### src/rtl/seq_pkg.sv
// Shared types and constants for the instruction sequencer.
package seq_pkg;

   typedef enum logic [2:0] {
      S_IDLE,
      S_FETCH,
      S_DECODE,
      S_EXECUTE,
      S_WRITEBACK,
      S_HALT
   } state_t;

   localparam logic [5:0] OP_RTYPE = 6'b000000;
   localparam logic [5:0] OP_ALT   = 6'b111111;
   localparam logic [5:0] OP_HALT  = 6'b111110;

   localparam int OPC_MSB = 31;
   localparam int OPC_LSB = 26;
   localparam int FN_MSB  = 5;
   localparam int FN_LSB  = 0;

   // Decoded control bundle; is_write/is_halt steer the FSM, the rest drive the datapath.
   typedef struct packed {
      logic alu_op;
      logic alu_src;
      logic wb_src;
      logic is_write;
      logic is_halt;
   } ctrl_t;

   function automatic logic [5:0] opcode_of(input logic [31:0] instr);
      return instr[OPC_MSB:OPC_LSB];
   endfunction

   function automatic logic [5:0] funct_of(input logic [31:0] instr);
      return instr[FN_MSB:FN_LSB];
   endfunction

endpackage

### src/rtl/seq_decode.sv
// Combinational Opcode/Funct decoder; the parent registers its result in DECODE.
module seq_decode
   import seq_pkg::*;
(
   input  logic [5:0] opcode,
   input  logic [5:0] funct,
   output ctrl_t      ctrl
);

   // Only Funct[5] steers operand B; the low bits are reserved for the ALU itself.
   logic unused_funct;
   assign unused_funct = ^funct[4:0];

   // Map the opcode to control bits; unknown opcodes retire as NOPs.
   always_comb begin
      ctrl = '{alu_op: 1'b1, alu_src: 1'b0, wb_src: 1'b0, is_write: 1'b0, is_halt: 1'b0};
      case (opcode)
         OP_RTYPE: begin
            ctrl.alu_op   = 1'b0;
            ctrl.alu_src  = ~funct[5];
            ctrl.is_write = 1'b1;
         end
         OP_ALT: begin
            ctrl.wb_src   = 1'b1;
            ctrl.is_write = 1'b1;
         end
         OP_HALT: begin
            ctrl.is_halt  = 1'b1;
         end
         default: ;
      endcase
   end

endmodule

### src/rtl/instr_sequencer.sv
// Multi-cycle FETCH/DECODE/EXECUTE/WRITEBACK sequencer; every output is a register
// that is loaded on the edge entering the state it belongs to.
module instr_sequencer
   import seq_pkg::*;
#(
   parameter int unsigned     PC_W     = 8,
   parameter logic [PC_W-1:0] RESET_PC = '0
)(
   input  logic            clk,
   input  logic            rst,
   input  logic            Run,
   output logic            Imem_req,
   output logic [PC_W-1:0] Imem_addr,
   input  logic            Imem_ack,
   input  logic [31:0]     Imem_rdata,
   output logic [31:0]     Instr,
   output logic            ALU_op,
   output logic            ALU_src,
   output logic            Reg_write,
   output logic            Writeback_src,
   output logic            Retired,
   output logic            Halted
);

   state_t          state;
   logic [PC_W-1:0] pc;
   logic            is_write_q;
   ctrl_t           dec;

   seq_decode u_decode (
      .opcode (opcode_of(Instr)),
      .funct  (funct_of(Instr)),
      .ctrl   (dec)
   );

   // PC only moves at the end of WRITEBACK, so it is stable for the whole fetch.
   assign Imem_addr = pc;

   // Sequencer FSM with registered outputs.
   always_ff @(posedge clk) begin
      if (rst) begin
         state         <= S_IDLE;
         pc            <= RESET_PC;
         Instr         <= '0;
         Imem_req      <= 1'b0;
         ALU_op        <= 1'b0;
         ALU_src       <= 1'b0;
         Writeback_src <= 1'b0;
         Reg_write     <= 1'b0;
         Retired       <= 1'b0;
         Halted        <= 1'b0;
         is_write_q    <= 1'b0;
      end else begin
         case (state)
            S_IDLE: begin
               Reg_write <= 1'b0;
               Retired   <= 1'b0;
               if (Run) begin
                  state    <= S_FETCH;
                  Imem_req <= 1'b1;
               end
            end
            S_FETCH: begin
               // Request stays up with a fixed address until the memory answers.
               if (Imem_ack) begin
                  Instr    <= Imem_rdata;
                  Imem_req <= 1'b0;
                  state    <= S_DECODE;
               end
            end
            S_DECODE: begin
               ALU_op        <= dec.alu_op;
               ALU_src       <= dec.alu_src;
               Writeback_src <= dec.wb_src;
               is_write_q    <= dec.is_write;
               if (dec.is_halt) begin
                  state  <= S_HALT;
                  Halted <= 1'b1;
               end else begin
                  state  <= S_EXECUTE;
               end
            end
            S_EXECUTE: begin
               // Raise the single-cycle write/retire strobes for WRITEBACK.
               Reg_write <= is_write_q;
               Retired   <= 1'b1;
               state     <= S_WRITEBACK;
            end
            S_WRITEBACK: begin
               Reg_write <= 1'b0;
               Retired   <= 1'b0;
               pc        <= pc + PC_W'(1);
               if (Run) begin
                  state    <= S_FETCH;
                  Imem_req <= 1'b1;
               end else begin
                  state    <= S_IDLE;
               end
            end
            S_HALT: begin
               // Terminal until reset; Run is ignored here.
               Halted    <= 1'b1;
               Reg_write <= 1'b0;
               Retired   <= 1'b0;
               Imem_req  <= 1'b0;
            end
            default: begin
               state    <= S_IDLE;
               Imem_req <= 1'b0;
            end
         endcase
      end
   end

endmodule

### config.mk
export PLATFORM = sky130hd
export DESIGN_NAME = instr_sequencer
export DESIGN_NICKNAME = d
export VERILOG_FILES = /design/src/rtl/seq_pkg.sv /design/src/rtl/seq_decode.sv /design/src/rtl/instr_sequencer.sv
export SDC_FILE = /design/constraint.sdc
export NUM_CORES = 1
export LEC_CHECK = 0
export ABC_AREA = 1
export CORE_UTILIZATION = 44
export CTS_BUF_LIST = sky130_fd_sc_hd__clkbuf_4
export DETAILED_ROUTE_END_ITERATION = 16
export MAX_ROUTING_LAYER = met4
export PLACE_DENSITY = 0.88
export SYNTH_ARGS = -nofsm -noshare
export SYNTH_HDL_FRONTEND = slang
export SYNTH_SLANG_ARGS = --single-unit
### constraint.sdc
create_clock -name clk -period 1.43 [get_ports clk]
set_clock_uncertainty 0.1 [all_clocks]
set_input_delay 0.3575 -clock clk [delete_from_list [all_inputs] [get_ports clk]]
set_output_delay 0.3575 -clock clk [all_outputs]
set_load 0.005 [all_outputs]
# ---- Yosys cells after proc, flatten, opt, wreduce, memory -nomap -nowiden
# Cells that the tools add are included.
dict set report totals {
  regBits 51
  out_inout_bits 47
  ramBits 0
  romBits 0
  latch_bits 0
  input_bits 36
  wordCells 54
  memories 0
}
dict set report op_classes {
  n_bitwise 3
  n_div 0
  reduce_logical 12
  n_eq_ne 11
  n_mul 0
  shifts 0
  n_lt_le_gt_ge 0
  muxes 16
  add_sub_neg 1
}
# cell count
set op_table {}
lappend op_table {{3-bit case mux with 6 select lines} 1}
lappend op_table {{6-bit == test (second input constant)} 2}
lappend op_table {{3-bit two-way mux} 3}
lappend op_table {{8-bit by 1-bit adder with 8-bit output (second input constant)} 1}
lappend op_table {{1-bit two-way mux} 7}
lappend op_table {{3-bit by 2-bit == test with 1-bit output (second input constant)} 2}
lappend op_table {{3-bit == test (second input constant)} 2}
lappend op_table {{6-bit logical NOT} 1}
lappend op_table {{2-bit != test (second input constant)} 3}
lappend op_table {{1-bit case mux with 2 select lines} 3}
lappend op_table {{3-bit AND reduction} 2}
lappend op_table {{2-bit OR reduction} 3}
lappend op_table {{2-bit AND reduction} 2}
lappend op_table {{2-bit nonzero test} 2}
lappend op_table {{3-bit by 1-bit == test with 1-bit output (second input constant)} 1}
lappend op_table {{3-bit logical NOT} 1}
lappend op_table {{1-bit inverter} 3}
lappend op_table {{1-bit case mux with 3 select lines} 1}
lappend op_table {{3-bit OR reduction} 1}
lappend op_table {{2-bit two-way mux} 1}
lappend op_table {{2-bit by 1-bit != test with 1-bit output (second input constant)} 1}

# ---- Logic depth before layout (Yosys ltp)
# Gate-level depths: netlist of the first run.
dict set report depth {
  word_depth 4
  ltp_mapped 8
  ltp_nobuf 8
}

# ---- By module
# A second synthesis of the first run with hierarchy kept.
dict set report unflattened {
  cells_unflattened 268
  hier_area_um2 2123.3
}
# module n_inst cells_each area_per_inst_um2 seq_area_each_um2
set by_module_without_submodules {}
lappend by_module_without_submodules {instr_sequencer 1 252 2053.2 1021.0}
lappend by_module_without_submodules {seq_decode 1 16 70.1 0.0}

# ---- Worst setup path before layout of the first run
# No wires, ideal clock.
dict set report synth_path {
  kind {register to register}
  start {register state[0]}
  end {register Instr[15]}
  setup_slack_ps 121
  setup_ps 116
  stages_incl_launch_ff 7
  arrival_ps 1093
  required_time_ps 1214
  n_path_buf 1
  synth_period_minus_slack_ps 1309
  path_cell_list {dfxtp_1 inv_2 nor2_2 nand3_2 clkbuf_1 o21ai_0 nor2_1}
}
dict set report synth_via {
  elab_chain_len 2
}
# element line
set synth_rtl {}
lappend synth_rtl {{start, declared} instr_sequencer.sv:25} ;# state_t state;
lappend synth_rtl {{start signal, assigned} instr_sequencer.sv:42} ;# state <= S_IDLE;
lappend synth_rtl {{start signal, assigned} instr_sequencer.sv:59} ;# state <= S_FETCH;
lappend synth_rtl {{start signal, assigned} instr_sequencer.sv:68} ;# state <= S_DECODE;
lappend synth_rtl {{3-bit by 1-bit == test with 1-bit output} instr_sequencer.sv:54} ;# case (state)
lappend synth_rtl {{2-bit AND reduction (no line)} n/a}
lappend synth_rtl {{end signal, assigned} instr_sequencer.sv:66} ;# Instr <= Imem_rdata;
lappend synth_rtl {{end, declared} instr_sequencer.sv:16} ;# output logic [31:0] Instr,
# Every way passes these cells.
# A chain may end at the register's enable or synchronous reset.

# ---- Final worst setup path of the first run
dict set report layout_path {
  start {register Writeback_src}
  end {output Writeback_src}
}
# element line
set layout_lines {}
lappend layout_lines {{start, declared} instr_sequencer.sv:20} ;# output logic Writeback_src,
lappend layout_lines {{start signal, assigned} instr_sequencer.sv:74} ;# Writeback_src <= dec.wb_src;
# No word-level cell between the ends.

==> flow_metrics.py, run 1 <==
metrics = {
    "setup_path": {
        "worstPathCellList": "clkdlybuf4s15_1",
        "crit_family": "flip-flops",
        "r2r_slack_ps": 70,
        "r2r_end": "Imem_addr[6]",
        "cp_max_fo": 2,
        "startpoint": "Writeback_src",
        "cp.depth": 1,
        "slowest_stage": "dfxtp_2",
        "worst_setup_path_end_kind": "output pin",
        "path_buf_inv": 1,
        "crit_type": "reg2out",
        "crit_path_max_incr_delay_ps": 350,
        "reg2regPathDepth": 6,
        "critical_path.endpoint": "Writeback_src",
        "r2r_start": "state[1]",
        "cp.required_ps": 970,
        "start_kind": "flip-flop",
        "critical_path_arrival_ps": 940,
    },
    "floorplan": {
        "num_io_pins": 83,
        "rows": 23,
        "dieArea_mm2": 0.00476,
        "core_mm2": 0.00414,
        "die_w_um": 69.0,
        "die_y_um": 69.0,
        "start_util": 0.476,
    },
    "clock_tree": {
        "clk_pin_slew_worst_paths_ps": 140,
        "cts_hold_buf": 0,
        "cts_sinks": 51,
        "numCtsBuffers": 5,
        "cts_tree": "built",
        "clock_latency_ps": 370,
        "root_buffer": "clkbuf_4",
        "h-tree-depth": 2,
        "clk_path_buf_depth": 2,
    },
    "drt": {
        "drtPass1Iterations": 6,
        "antenna_left": 0,
        "via_per_inst": 4.99,
        "totalWireLength_um": 5590,
        "drc": 0,
        "drtIter0Drc": 118,
        "dr_total_vias": 2175,
        "post_drt_wl_per_cell_um": 12.8,
    },
    "cells_and_area": {
        "final_common_cell": "nor2_1",
        "final_util": 0.775,
        "drive_above_1_share": 0.311,
        "nFillCells": 293,
        "antenna_cells": 0,
        "register_area_mm2": 0.00108,
        "multi_input_area_um2": 835,
        "area_growth_pct": 62.8,
        "layout_common_cells": "nor2_1 (76), dfxtp_2 (48), buf_4 (40), o21ai_0 (36), clkdlybuf4s50_1 (35)",
        "nets": 423,
    },
    "placed_design": {
        "gp_congestion": 0.905,
        "dpl.hpwl_um": 3750,
        "portBuffers": 82,
        "pre_cts_ws_ps": -278,
    },
    "power_and_ir_drop": {
        "max-vdd-ir-drop_mv": 0.651,
        "power.density_mw_per_mm2": 903,
        "p_leak_nw": 1.44,
    },
    "global_routing": {
        "grt_start_max_net_pins": 28,
        "grt_pass1_vias": 1998,
        "grt_pass1_wl_um": 8390,
        "antenna_found_initial": 0,
        "track_usage": 0.248,
        "overflow": 0,
    },
    "timing": {
        "whs_ps": 349,
        "rsz0062_at_grt": "yes",
        "period_share": 0.976,
        "worstMarginPinSlew_ps": 237,
        "final.min_clock_period_ps": 1400,
        "setup_ws_ps": 34.6,
        "slew_viol_final": 0,
        "finalHoldViolations": 0,
        "setup_viol": 0,
        "max_slew_margin": 0.842,
        "max_freq_mhz": 717,
    },
    "synthesis": {
        "synth_area_mm2": 0.00197,
        "avgSynthCellArea_um2": 7.45,
        "yosys_warnings": 0,
        "ys_seq_elements": 51,
        "ys_types": 21,
        "synthCells": 265,
        "syn_nets": 302,
        "ys_seq_area_frac": 0.517,
    },
    "job": {
        "drv_cap": 0,
    },
    "hold_path": {
        "min_path_cells": 2,
        "hp-class": "reg2reg",
    },
    "run_status": {
        "status": "complete, no violations",
    },
}
## worst min-delay path by stage
stage,to,slack [ps],start
after global routing,Imem_req,380,Imem_req
after detailed placement,Imem_req,330,Imem_req
final,Imem_req,350,Imem_req
after floorplan,Imem_req,340,Imem_req
after CTS,Imem_req,350,Imem_req
after global placement,Imem_req,330,Imem_req
## tightest hold or removal path, stage by stage (launching register included)
cell and delay (ps):
dfxtp_2 340, inv_1 40, a21oi_1 50
## registers in the layout, indices dropped and copies added (netlist names)
name and flops:
Writeback_src 1, Instr 32, ALU_src 1, Imem_req 1
Halted 1, Imem_addr 8, ALU_op 1, Retired 1
Reg_write 1, state 3, is_write_q 1
## stage by stage
| stage | std cells | area, um2 | TNS (ps) | power [mW] |
|---|---|---|---|---|
| after global routing | 436 | 3210 | -139 | 3.05 |
| after detailed placement | 406 | 2990 | -7680 | 2.29 |
| after floorplan | 265 | 1970 | 0 | 1.89 |
| final | 436 | 3210 | 0 | 2.90 |
| after CTS | 430 | 3200 | 0 | 2.88 |
| after global placement | 406 | 2990 | -6440 | 2.27 |
## Yosys cell counts
| library cell | n | area (um2) |
|---|---|---|
| nor2_1 | 77 | 289 |
| dfxtp_1 | 51 | 1020 |
| o21ai_0 | 38 | 190 |
| nand2_1 | 23 | 86.3 |
| inv_1 | 20 | 75.1 |
| nand3_1 | 15 | 75.1 |
| a21oi_1 | 11 | 55.1 |
| clkbuf_1 | 7 | 26.3 |
| nor2_2 | 4 | 25.0 |
| a31oi_1 | 3 | 18.8 |
| buf_4 | 3 | 22.5 |
| inv_2 | 2 | 7.51 |
| nand4_1 | 2 | 12.5 |
| o21a_1 | 2 | 15.0 |
| a21boi_0 | 1 | 7.51 |
| buf_1 | 1 | 3.75 |
| ha_1 | 1 | 12.5 |
| nand3_2 | 1 | 10.0 |
| nor3_1 | 1 | 5.00 |
| o22ai_1 | 1 | 6.26 |
| xor2_1 | 1 | 8.76 |
## kinds of logic after synthesis
family | count (synthesis) | synth area share
AOI/OAI and AO/OA | 56 | 0.148
adders and majority gates | 1 | 0.00634
xor gates and xnor gates | 1 | 0.00444
and+or+nand+nor | 123 | 0.255
DFF | 51 | 0.517
buffers and inverters | 33 | 0.0685
## repair_timing
item,CTS,global route
setup endpoints to repair,47,65
gates resized for setup,124,39
setup buffers,17,6
cloned,0,0
## area by class of cell
cell class / instances / share of cell area
repair buffers: 125 / 0.344
clock buffers: 5 / 0.0117
inverters: 22 / 0.0257
flip-flops and latches: 51 / 0.336
clock inverters: 2 / 0.00273
multi-input cells: 181 / 0.260
well taps: 50 / 0.0195
## where the power goes
part	switching [mW]	internal, mW
sequential	0.0618	1.54
combinational	0.309	0.374
clock	0.436	0.175
## routing by layer
metal	global-route usage	share of wire	wire length [um]	vias up
met4	0.117	0.018	100	0
li1	-	-	-	1091
met5	-	0	0	-
met2	0.461	0.53	2950	81
met3	0.0543	0.056	311	12
met1	0.243	0.40	2230	991
(Power assumes the default switching activity.)
==> run 2, diff against run 1 <==
- CORE_MARGIN: default -> 2
- SKIP_LAST_GASP: default -> 1
==> run 2 against run 1 <==
  * Die area is 5.9% higher
  * Via count is 1.7% lower
  * Worst setup slack better by 17 ps
  * Critical endpoint is now Instr[23]
  * Largest power group unchanged
  * Highest routed layer unchanged
==> flow_metrics.py, run 2 (synthesized netlist as in run 1, its figures left out) <==
metrics = {
    "timing": {
        "max_slew_margin": 0.824,
        "final.min_clock_period_ps": 1380,
        "period_share": 0.964,
        "slew_viol_final": 0,
        "setup_viol": 0,
        "max_freq_mhz": 726,
        "finalHoldViolations": 0,
        "worstMarginPinSlew_ps": 263,
        "rsz0062_at_grt": "yes",
    },
    "global_routing": {
        "grt_start_max_net_pins": 27,
        "overflow": 0,
        "track_usage": 0.217,
        "grt_pass1_wl_um": 8580,
        "antenna_found_initial": 0,
        "grt_pass1_vias": 2029,
    },
    "drt": {
        "totalWireLength_um": 5290,
        "drtIter0Drc": 51,
        "dr_total_vias": 2137,
        "drtPass1Iterations": 4,
        "antenna_left": 0,
        "drc": 0,
        "via_per_inst": 4.95,
        "post_drt_wl_per_cell_um": 12.2,
    },
    "clock_tree": {
        "clock_latency_ps": 350,
        "numCtsBuffers": 5,
        "h-tree-depth": 2,
        "cts_tree": "built",
        "clk_pin_slew_worst_paths_ps": 130,
        "clk_path_buf_depth": 2,
        "cts_sinks": 51,
        "root_buffer": "clkbuf_4",
    },
    "power_and_ir_drop": {
        "max-vdd-ir-drop_mv": 0.717,
        "seq_power_share": 0.550,
        "internal_power_mw": 2.14,
        "switching_share": 0.269,
        "switching_power_mw": 0.788,
        "p_comb_frac": 0.224,
        "p_leak_nw": 1.43,
        "clkPwrFrac": 0.226,
        "power.density_mw_per_mm2": 911,
        "finalPower_mw": 2.93,
    },
    "floorplan": {
        "die_y_um": 71.0,
        "start_util": 0.456,
        "num_io_pins": 83,
        "die_w_um": 71.0,
        "dieArea_mm2": 0.00504,
        "core_mm2": 0.00432,
        "rows": 24,
    },
    "cells_and_area": {
        "drive_above_1_share": 0.279,
        "nets": 416,
        "final_util": 0.743,
        "layout_common_cells": "nor2_1 (76), dfxtp_2 (48), clkdlybuf4s15_1 (41), o21ai_0 (37)",
        "regMostFlops": "Instr",
        "area_growth_pct": 62.9,
        "final_common_cell": "nor2_1",
        "antenna_cells": 0,
        "nFillCells": 344,
        "largest_register_ffs": 32,
        "fin_area_mm2": 0.00321,
    },
    "setup_path": {
        "crit_family": "flip-flops",
        "critical_path_arrival_ps": 920,
        "cp.required_ps": 970,
        "slowest_stage": "dfxtp_2",
        "start_kind": "flip-flop",
        "startpoint": "Instr[23]",
        "worst_setup_path_end_kind": "output pin",
        "path_buf_inv": 1,
        "cp_max_fo": 2,
        "crit_type": "reg2out",
        "worstPathCellList": "clkdlybuf4s15_1",
        "crit_path_max_incr_delay_ps": 370,
        "r2r_start": "Imem_addr[1]",
    },
    "run_status": {
        "status": "complete, no violations",
    },
    "placed_design": {
        "dpl.hpwl_um": 3670,
        "gp_congestion": 0.819,
        "placed_area_mm2": 0.00295,
        "portBuffers": 82,
    },
    "hold_path": {
        "hp-class": "reg2reg",
        "worstHoldStart": "Imem_req",
    },
    "job": {
        "drv_cap": 0,
    },
}
[run 2: cell count changes in the layout (fill, tap and decap cells not counted), sizes merged]
cell	before	now
clkdlybuf4s15	32	41
buf	43	36
clkbuf	20	12
dlymetal6s2s	0	1
clkinv	2	1
[run 2: power by group through the flow]
stage / Sequential [mW] / Clock (mW) / Combinational [mW]
floorplan: 1.63 / 0 / 0.259
global placement: 1.62 / 0 / 0.627
detailed placement: 1.62 / 0 / 0.646
CTS: 1.60 / 0.665 / 0.631
global route: 1.62 / 0.734 / 0.723
finish: 1.61 / 0.661 / 0.657
[run 2: final timing paths]
path | endpoint | slack (ps) | depth (start not counted)
max | Instr[23] | 50 | 1
min | Imem_req | 370 | 2
max reg2reg | Imem_addr[6] | 80 | 7
min reg2reg | Imem_req | 370 | 2
[run 2: metrics by stage]
stage,hold slack (ps),instances,setup TNS (ps),setup WS [ps]
after floorplan,337,265,0,121
after global placement,331,405,-6690,-225
after detailed placement,366,405,-8150,-306
after CTS,372,431,-251,-251
after global routing,401,432,-28.6,-14.5
final,368,432,0,52.0
[run 2: timing repair]
item / in CTS / in global routing
hold buffers: 0 / 0
pin swaps: 1 / 0
buffers inserted: 18 / 1
endpoints found under the setup margin: 48 / 87
resized for setup: 95 / 59
[run 2: area by class of cell]
class                   instances  area [um2]  area share
flip-flops and latches         51        1080       0.336
repair buffers                118        1080       0.336
multi-input cells             181         847       0.264
inverters                      22        82.6      0.0257
well taps                      52        65.1      0.0202
clock buffers                   7        52.6      0.0163
clock inverters                 1        5.00     0.00156
[run 2: metal layers]
layer | vias to the layer above | part of all wire | global-route usage
met4 | 0 | 0.020 | 0.0692
met2 | 69 | 0.52 | 0.393
met3 | 13 | 0.055 | 0.0456
li1 | 1077 | - | -
met1 | 978 | 0.40 | 0.237
met5 | - | 0 | -
